`src/rtl/ram_port_arbiter_pkg.sv`:
```
// ram_arb_pkg: shared types and constants for the SDRAM port arbiter.
//   arb_state_t  - arbiter FSM encoding (IDLE, ISSUE, WAIT, DONE)
//   DEF_ADDR_W   - default pixel address width
//   DEF_PIX_W    - default pixel width (R[23:16] G[15:8] B[7:0])
//   clog2_min1() - ceil(log2(n)), never less than 1, for index widths
package ram_arb_pkg;

  typedef enum logic [1:0] {
    IDLE  = 2'd0,
    ISSUE = 2'd1,
    WAIT  = 2'd2,
    DONE  = 2'd3
  } arb_state_t;

  localparam int DEF_ADDR_W = 26;
  localparam int DEF_PIX_W  = 24;

  function automatic int clog2_min1(input int n);
    int w;
    w = 0;
    while ((1 << w) < n) w++;
    return (w < 1) ? 1 : w;
  endfunction

endpackage

```
`src/rtl/ram_port_arbiter_if.sv`:
```
// ram_port_arbiter_if: client-side and controller-side signals of the
// SDRAM port arbiter, bundled so the arbiter and its environment share one
// definition.
//   Client side  : req, we, addr, wdata (to arbiter); ack, rdata, busy, err
//   Controller   : ctrl_wr, ctrl_re, ctrl_addr, ctrl_wdata (to controller);
//                  ctrl_rdata, ctrl_ready (from controller)
// Modports: slave = the arbiter, master = clients plus controller model.
//
// Handshake: a client raises req[k] and holds req/we/addr/wdata stable until
// it sees ack[k], a single-cycle pulse; it drops req in the ack cycle or the
// cycle after (a req still high when the arbiter is back in IDLE is a new
// request). Toward the controller, ctrl_wr/ctrl_re are single-cycle strobes,
// ctrl_addr/ctrl_wdata hold until completion, and ctrl_ready is a single-cycle
// completion pulse with ctrl_rdata valid in the same cycle.
interface ram_port_arbiter_if
  import ram_arb_pkg::*;
#(
  parameter int NUM_PORTS = 3,
  parameter int ADDR_W    = DEF_ADDR_W,
  parameter int PIX_W     = DEF_PIX_W
) ();

  logic [NUM_PORTS-1:0]        req;
  logic [NUM_PORTS-1:0]        we;
  logic [NUM_PORTS*ADDR_W-1:0] addr;
  logic [NUM_PORTS*PIX_W-1:0]  wdata;
  logic [NUM_PORTS-1:0]        ack;
  logic [PIX_W-1:0]            rdata;
  logic                        busy;
  logic                        err;

  logic                        ctrl_wr;
  logic                        ctrl_re;
  logic [ADDR_W-1:0]           ctrl_addr;
  logic [PIX_W-1:0]            ctrl_wdata;
  logic [PIX_W-1:0]            ctrl_rdata;
  logic                        ctrl_ready;

  modport slave (
    input  req, we, addr, wdata, ctrl_rdata, ctrl_ready,
    output ack, rdata, busy, err, ctrl_wr, ctrl_re, ctrl_addr, ctrl_wdata
  );

  modport master (
    output req, we, addr, wdata, ctrl_rdata, ctrl_ready,
    input  ack, rdata, busy, err, ctrl_wr, ctrl_re, ctrl_addr, ctrl_wdata
  );

endinterface

```
`src/rtl/ram_port_arbiter_rr_pick.sv`:
```
// rr_pick: combinational round-robin selector. Finds the first set bit of
// req starting at index ptr and searching upward with wrap-around.
//   req   - request vector, one bit per port
//   ptr   - starting index (highest priority), always < NUM_PORTS
//   idx   - selected port index (0 when nothing requests)
//   valid - at least one request present
module rr_pick #(
  parameter int NUM_PORTS = 3,
  parameter int IDX_W     = 2
) (
  input  logic [NUM_PORTS-1:0] req,
  input  logic [IDX_W-1:0]     ptr,
  output logic [IDX_W-1:0]     idx,
  output logic                 valid
);

  always_comb begin : search
    int j;
    j     = 0;
    idx   = '0;
    valid = 1'b0;
    for (int i = 0; i < NUM_PORTS; i++) begin
      j = int'(ptr) + i;
      if (j >= NUM_PORTS) j = j - NUM_PORTS;
      if (!valid && req[j]) begin
        valid = 1'b1;
        idx   = IDX_W'(j);
      end
    end
  end

endmodule

```
`src/rtl/ram_port_arbiter.sv`:
```
// ram_port_arbiter: N-client round-robin front end for the SDRAM pixel
// controller. One controller operation in flight at a time.
//   pixclk    - system clock
//   reset     - synchronous, active-high reset
//   bus       - ram_port_arbiter_if.slave (client requests/acks and the
//               controller strobe/completion interface)
//   dbg_state - current FSM state, for observation only
// Parameters must match those of the connected interface instance.
// Optional feature: define RAM_ARB_TIMEOUT_EN to bound the wait for
// ctrl_ready to TIMEOUT cycles; on expiry err is set (sticky) and the port is
// acked with rdata = 0. Without the macro the arbiter waits indefinitely and
// err is tied low.
module ram_port_arbiter
  import ram_arb_pkg::*;
#(
  parameter int NUM_PORTS = 3,
  parameter int ADDR_W    = DEF_ADDR_W,
  parameter int PIX_W     = DEF_PIX_W,
  parameter int TIMEOUT   = 1023
) (
  input  logic                 pixclk,
  input  logic                 reset,
  ram_port_arbiter_if.slave    bus,
  output arb_state_t           dbg_state
);

  localparam int IDX_W = clog2_min1(NUM_PORTS);

  if (NUM_PORTS < 2 || NUM_PORTS > 8 || TIMEOUT < 1) begin : g_param_check
    $error("ram_port_arbiter: NUM_PORTS must be 2..8 and TIMEOUT >= 1");
  end

  arb_state_t       state;
  logic [IDX_W-1:0] grant;
  logic [IDX_W-1:0] rr_ptr;
  logic [IDX_W-1:0] pick_idx;
  logic             pick_valid;
  logic             lat_we;

  rr_pick #(
    .NUM_PORTS (NUM_PORTS),
    .IDX_W     (IDX_W)
  ) u_pick (
    .req   (bus.req),
    .ptr   (rr_ptr),
    .idx   (pick_idx),
    .valid (pick_valid)
  );

  assign dbg_state = state;

`ifdef RAM_ARB_TIMEOUT_EN
  localparam int CNT_W = clog2_min1(TIMEOUT + 1);
  logic [CNT_W-1:0] wait_cnt;
`else
  assign bus.err = 1'b0;
`endif

  always_ff @(posedge pixclk) begin
    if (reset) begin
      state          <= IDLE;
      grant          <= '0;
      rr_ptr         <= '0;
      lat_we         <= 1'b0;
      bus.ack        <= '0;
      bus.rdata      <= '0;
      bus.busy       <= 1'b0;
      bus.ctrl_wr    <= 1'b0;
      bus.ctrl_re    <= 1'b0;
      bus.ctrl_addr  <= '0;
      bus.ctrl_wdata <= '0;
`ifdef RAM_ARB_TIMEOUT_EN
      wait_cnt       <= '0;
      bus.err        <= 1'b0;
`endif
    end else begin
      case (state)
        IDLE: begin
          if (pick_valid) begin
            // Latch the winner so the strobe and address come from
            // registers, independent of later client activity.
            grant          <= pick_idx;
            lat_we         <= bus.we[pick_idx];
            bus.ctrl_addr  <= bus.addr[pick_idx*ADDR_W +: ADDR_W];
            bus.ctrl_wdata <= bus.wdata[pick_idx*PIX_W +: PIX_W];
            bus.ctrl_wr    <= bus.we[pick_idx];
            bus.ctrl_re    <= ~bus.we[pick_idx];
            bus.busy       <= 1'b1;
            state          <= ISSUE;
          end
        end
        ISSUE: begin
          // ctrl_ready is not looked at here: the controller needs at
          // least one cycle after the strobe.
          bus.ctrl_wr <= 1'b0;
          bus.ctrl_re <= 1'b0;
`ifdef RAM_ARB_TIMEOUT_EN
          wait_cnt    <= '0;
`endif
          state       <= WAIT;
        end
        WAIT: begin
          if (bus.ctrl_ready) begin
            if (!lat_we) bus.rdata <= bus.ctrl_rdata;
            bus.ack  <= NUM_PORTS'(1) << grant;
            bus.busy <= 1'b0;
            state    <= DONE;
`ifdef RAM_ARB_TIMEOUT_EN
          end else if (wait_cnt == CNT_W'(TIMEOUT - 1)) begin
            // Give up on the controller: complete the op with zero data.
            bus.err   <= 1'b1;
            bus.rdata <= '0;
            bus.ack   <= NUM_PORTS'(1) << grant;
            bus.busy  <= 1'b0;
            state     <= DONE;
          end else begin
            wait_cnt  <= wait_cnt + 1'b1;
`endif
          end
        end
        DONE: begin
          bus.ack <= '0;
          // The port just served becomes lowest priority next round.
          rr_ptr  <= (grant == IDX_W'(NUM_PORTS - 1)) ? '0 : grant + 1'b1;
          state   <= IDLE;
        end
        default: state <= IDLE;
      endcase
    end
  end

endmodule

```
`src/flat_wrapper.sv`:
```
// flat-port wrapper written by rule: the top's interface ports become plain ports
module ram_port_arbiter_flat import ram_arb_pkg::*;
#(
  parameter int NUM_PORTS = 3,
  parameter int ADDR_W    = DEF_ADDR_W,
  parameter int PIX_W     = DEF_PIX_W,
  parameter int TIMEOUT   = 1023
)
  (pixclk, reset, dbg_state, bus_req, bus_we, bus_addr, bus_wdata, bus_ctrl_rdata, bus_ctrl_ready, bus_ack, bus_rdata, bus_busy, bus_err, bus_ctrl_wr, bus_ctrl_re, bus_ctrl_addr, bus_ctrl_wdata);
  ram_port_arbiter_if #(.NUM_PORTS(NUM_PORTS), .ADDR_W(ADDR_W), .PIX_W(PIX_W)) bus_i ();
  input  logic pixclk;
  input  logic reset;
  output arb_state_t dbg_state;
  input wire logic [$bits(bus_i.req)-1:0] bus_req;
  input wire logic [$bits(bus_i.we)-1:0] bus_we;
  input wire logic [$bits(bus_i.addr)-1:0] bus_addr;
  input wire logic [$bits(bus_i.wdata)-1:0] bus_wdata;
  input wire logic [$bits(bus_i.ctrl_rdata)-1:0] bus_ctrl_rdata;
  input wire logic [$bits(bus_i.ctrl_ready)-1:0] bus_ctrl_ready;
  output wire logic [$bits(bus_i.ack)-1:0] bus_ack;
  output wire logic [$bits(bus_i.rdata)-1:0] bus_rdata;
  output wire logic [$bits(bus_i.busy)-1:0] bus_busy;
  output wire logic [$bits(bus_i.err)-1:0] bus_err;
  output wire logic [$bits(bus_i.ctrl_wr)-1:0] bus_ctrl_wr;
  output wire logic [$bits(bus_i.ctrl_re)-1:0] bus_ctrl_re;
  output wire logic [$bits(bus_i.ctrl_addr)-1:0] bus_ctrl_addr;
  output wire logic [$bits(bus_i.ctrl_wdata)-1:0] bus_ctrl_wdata;
  assign bus_i.req = bus_req;
  assign bus_i.we = bus_we;
  assign bus_i.addr = bus_addr;
  assign bus_i.wdata = bus_wdata;
  assign bus_i.ctrl_rdata = bus_ctrl_rdata;
  assign bus_i.ctrl_ready = bus_ctrl_ready;
  assign bus_ack = bus_i.ack;
  assign bus_rdata = bus_i.rdata;
  assign bus_busy = bus_i.busy;
  assign bus_err = bus_i.err;
  assign bus_ctrl_wr = bus_i.ctrl_wr;
  assign bus_ctrl_re = bus_i.ctrl_re;
  assign bus_ctrl_addr = bus_i.ctrl_addr;
  assign bus_ctrl_wdata = bus_i.ctrl_wdata;
  ram_port_arbiter #(.NUM_PORTS(NUM_PORTS), .ADDR_W(ADDR_W), .PIX_W(PIX_W), .TIMEOUT(TIMEOUT)) u_core (.pixclk(pixclk), .reset(reset), .bus(bus_i), .dbg_state(dbg_state));
endmodule
```
`config.mk`:
```
export PLATFORM = sky130hd
export DESIGN_NAME = ram_port_arbiter_flat
export DESIGN_NICKNAME = d
export VERILOG_FILES = /design/src/rtl/ram_port_arbiter_pkg.sv /design/src/rtl/ram_port_arbiter_if.sv /design/src/rtl/ram_port_arbiter_rr_pick.sv /design/src/rtl/ram_port_arbiter.sv /design/src/flat_wrapper.sv
export SDC_FILE = /design/constraint.sdc
export NUM_CORES = 1
export LEC_CHECK = 0
export BUFFER_PORTS_ARGS = -buffer_cell sky130_fd_sc_hd__buf_4
export CORE_MARGIN = 2
export CORE_UTILIZATION = 44
export DETAILED_ROUTE_END_ITERATION = 10
export PLACE_DENSITY = 0.85
export SYNTH_ARGS = -nofsm -noshare
export SYNTH_HDL_FRONTEND = slang
export SYNTH_HIERARCHICAL = 1
export SYNTH_SLANG_ARGS = --single-unit
export TNS_END_PERCENT = 50
```
`constraint.sdc`:
```
create_clock -name pixclk -period 2.7 [get_ports pixclk]
set_clock_uncertainty 0.05 [all_clocks]
set_input_delay 0.81 -clock pixclk [delete_from_list [all_inputs] [get_ports pixclk]]
set_output_delay 0.81 -clock pixclk [all_outputs]
set_load 0.05 [all_outputs]
```
==> flow_summary_export.csv <==
group,metric,value,unit
clock_tree,cts_buffer_depth,2,
synthesis,synthArstFlopShare,0,%
timing,slew_headroom,49.1,%
power_and_ir_drop,p_int,3.87,mW
power_and_ir_drop,ir_worst_vdd,0.000691,V
hold_path,hold_path.class,"reg -> reg",
clock_tree,cts_tree,"done",
clock_tree,cts_root_buffer,"clkbuf_8",
synthesis,syn_inst,493,
critical_path,regToRegSetupSlack,0.08,ns
global_route,grt_pass1_vias,4655,
synthesis,ys_seq_area_share,39.6,%
synthesis,syn_nets,686,
clock_tree,cts_buffers,9,
global_route,grt_pass1_wl,22.6,mm
routing,vias,4662,
critical_path,critPathMaxStageDelay,0.40,ns
routing,drc,0,
cells_and_area,antenna_cells,0,
power_and_ir_drop,p_leak,3.16,nW
floorplanning,rows,36,
floorplanning,die_area,10800,um2
critical_path,endpoint_kind,"register",
synthesis,synth_area_leader_cell,"dfxtp_1",
global_route,grt_usage,25.3,%
cells_and_area,syn_to_final_growth,57.0,%
critical_path,crit_arrival,2.80,ns
synthesis,synth_area_per_cell,8.93,um2
placed_design,gp_congestion,0.803,
timing,period_needed,2.62,ns
global_route,grt_max_degree,44,
synthesis,synth_area_leaders,"dfxtp_1 (40%), mux2i_1 (13%), a2bb2oi_1 (10%), a211oi_1 (8.9%), nand2_1 (4.8%)",
synthesis,synth_top_area_share,39.6,%
power_and_ir_drop,switching_share,48.2,%
floorplanning,die_w,104,um
routing,dr.first_iter.drc_count,148,
clock_tree,clk_latency,0.34,ns
synthesis,synth_edf_count,0,
cells_and_area,nNetsFinal,941,
floorplanning,core-area,9730,um2
cells_and_area,fillers,764,
synthesis,ys.flop_type,"dfxtp_1",
timing,finalHoldViolations,0,
critical_path,critPathBufInv,3,
critical_path,path_cells,"inv_1 > ha_4 > nor2b_1 > o41ai_2 > mux2i_2 > o21ai_4 > buf_4 > buf_12 > mux2i_4 > a2bb2oi_2 > a211oi_2",
clock_tree,holdBufCountCts,0,
routing,vias_per_cell,5.26,
synthesis,ys_ff_latch,87,
timing,fmax,0.382,GHz
placed_design,dp.final_hpwl,11.0,mm
power_and_ir_drop,p_comb_share,62.4,%
synthesis,yosys_warnings,6,
routing,wl_per_cell,15.9,um
critical_path,worst_setup_path_start_kind,"register",
clock_tree,clk_pin_slew,0.09,ns
timing,worst-slew-pin-transition,0.763,ns
timing,setup_violations,0,
global_route,antenna_found_initial,0,
timing,finalMaxSlewViolations,0,
run,drv_cap,0,
critical_path,worst_path_max_delay_cell,"dfxtp_1",
critical_path,cpLargestDelayFamily,"compound AO/OA/AOI/OAI gates",
status,status,"finished clean",
placed_design,port_buffers,264,
critical_path,critPathMaxFanout,16,
power_and_ir_drop,power.density,1080,nW/um2
power_and_ir_drop,clock_power_share,11.2,%
global_route,grt-ovfl-total,0,
clock_tree,clkSinkCount,87,
cells_and_area,drive_gt1_share,42.8,%
routing,ant_nets,0,
floorplanning,start_util,45.2,%
synthesis,syn_area,4400,um2
critical_path,critical_path_class,"reg -> reg",
critical_path,worstPathRequired,2.88,ns
routing,first_pass_iters,4,
timing,tns,0,ns
routing,totalWireLength,14.1,mm
power_and_ir_drop,p_seq_share,26.4,%
clock_tree,cts_max_level,3,
floorplanning,io_pins,266,
timing,finalCritPeriodShare,97.0,%
power_and_ir_drop,power_switching,3.60,mW
synthesis,ys_types,36,
power_and_ir_drop,total_power,7.48,mW
timing,rsz0062_at_grt,"true",
floorplanning,die_y,104,um
## cells by family after synthesis
logic type	synth area share (%)
AND/OR/NAND/NOR	13.8
adder cells (fa/ha/maj)	2.84
other	0.0852
buffers and inverters	6.03
AO/OA/AOI/OAI	24.2
flip-flops	39.6
multiplexers	13.4
## final cells by class
class	instances	area [um2]	share of cell area (%)
clock inverters	5	41.3	0.598
multi-input cells	353	2500	36.2
well taps	133	166	2.41
clock buffers	11	141	2.05
inverters	7	26.3	0.380
repair buffers	290	2290	33.1
flip-flops and latches	87	1740	25.2
## stage by stage
step	cells	hold WS (ns)	setup slack, ns	instance area, um2	util, %
6_report	886	0.403	0.0805	6910	71.0
5_1_grt	886	0.420	-0.0354	6910	71.0
4_1_cts	884	0.406	0.0216	6840	70.3
3_5_place_dp	868	0.397	-0.182	6640	68.2
3_3_place_gp	868	0.389	0.0141	6640	68.2
2_1_floorplan	493	0.417	0.204	4400	-
## registers in the layout (all words and copies together) (netlist names)
name                   flops
u_core/bus.rdata          24
u_core/dbg_state           2
u_core/bus.ctrl_re         1
u_core/lat_we              1
u_core/grant               2
u_core/bus.busy            1
u_core/bus.ctrl_wr         1
u_core/bus.ctrl_wdata     24
u_core/rr_ptr              2
u_core/bus.ack             3
u_core/bus.ctrl_addr      26
## synthesized netlist by cell type (2+ instances only)
master / number
clkbuf_1: 15
nor2_1: 54
or4b_1: 2
ha_1: 10
buf_1: 2
o21ai_0: 4
a211oi_1: 52
buf_4: 7
dfxtp_1: 87
nor2b_1: 5
buf_6: 2
o21ai_1: 2
nand2b_1: 2
mux2i_1: 59
nand3b_1: 6
buf_2: 20
a2bb2oi_1: 51
nand2_1: 56
a21oi_1: 33
inv_1: 7
and3b_1: 2
## per-layer routing
| layer | wire length (um) | GRT usage [%] | share of wire (%) |
|---|---|---|---|
| met1 | 5550 | 28.5 | 39 |
| met2 | 7170 | 45.7 | 51 |
| met3 | 987 | 6.58 | 7.0 |
| met4 | 367 | 9.36 | 2.6 |
| met5 | 0 | 0 | 0 |
## power by group through the flow
stage          clock, mW  combinational [mW]  sequential (mW)
2_1_floorplan          0                1.79             3.36
4_1_cts            0.866                4.63             1.97
6_report           0.838                4.66             1.97
3_5_place_dp           0                4.61             1.99
3_3_place_gp           0                4.52             1.98
5_1_grt            0.916                4.95             2.03
## tightest hold or removal path, cell delays in order (launching register included)
cell and delay, ns:
dfxtp_1 0.31, nand2_1 0.05, a21oi_1 0.05
## cells in the final DEF (no fill, tap or decap), types with 2 or more instances in the layout
cell type     n
clkinv_4      2
nand3b_1      6
a2bb2oi_1    50
a21oi_1      33
clkbuf_8     10
dfxtp_1      86
mux2i_1      55
nor2_1       54
and3b_1       2
ha_1          8
mux2i_4       2
or4b_1        2
a211oi_1     50
inv_1         7
nand2b_1      2
nor2b_1       4
mux2i_2       2
buf_12        9
clkinvlp_4    2
nand2_1      56
buf_4       281
o21ai_0       4
## what timing repair did
action	CTS	global route
cloned	0	0
setup endpoints to repair	14	51
hold endpoints to repair	0	0
resized for setup	5	9
buffers inserted	0	2
## final timing paths
kind | from | endpoint | depth (start not counted)
worst max-delay path | u_core/rr_ptr[0] | u_core/bus.ctrl_wdata[16] | 11
worst min-delay path | u_core/bus.ack[2] | u_core/bus.ack[2] | 2
worst max register to register | u_core/rr_ptr[0] | u_core/bus.ctrl_wdata[16] | 11
worst min register to register | u_core/bus.ack[2] | u_core/bus.ack[2] | 2
No activity file was read; power rests on OpenSTA's default activity.
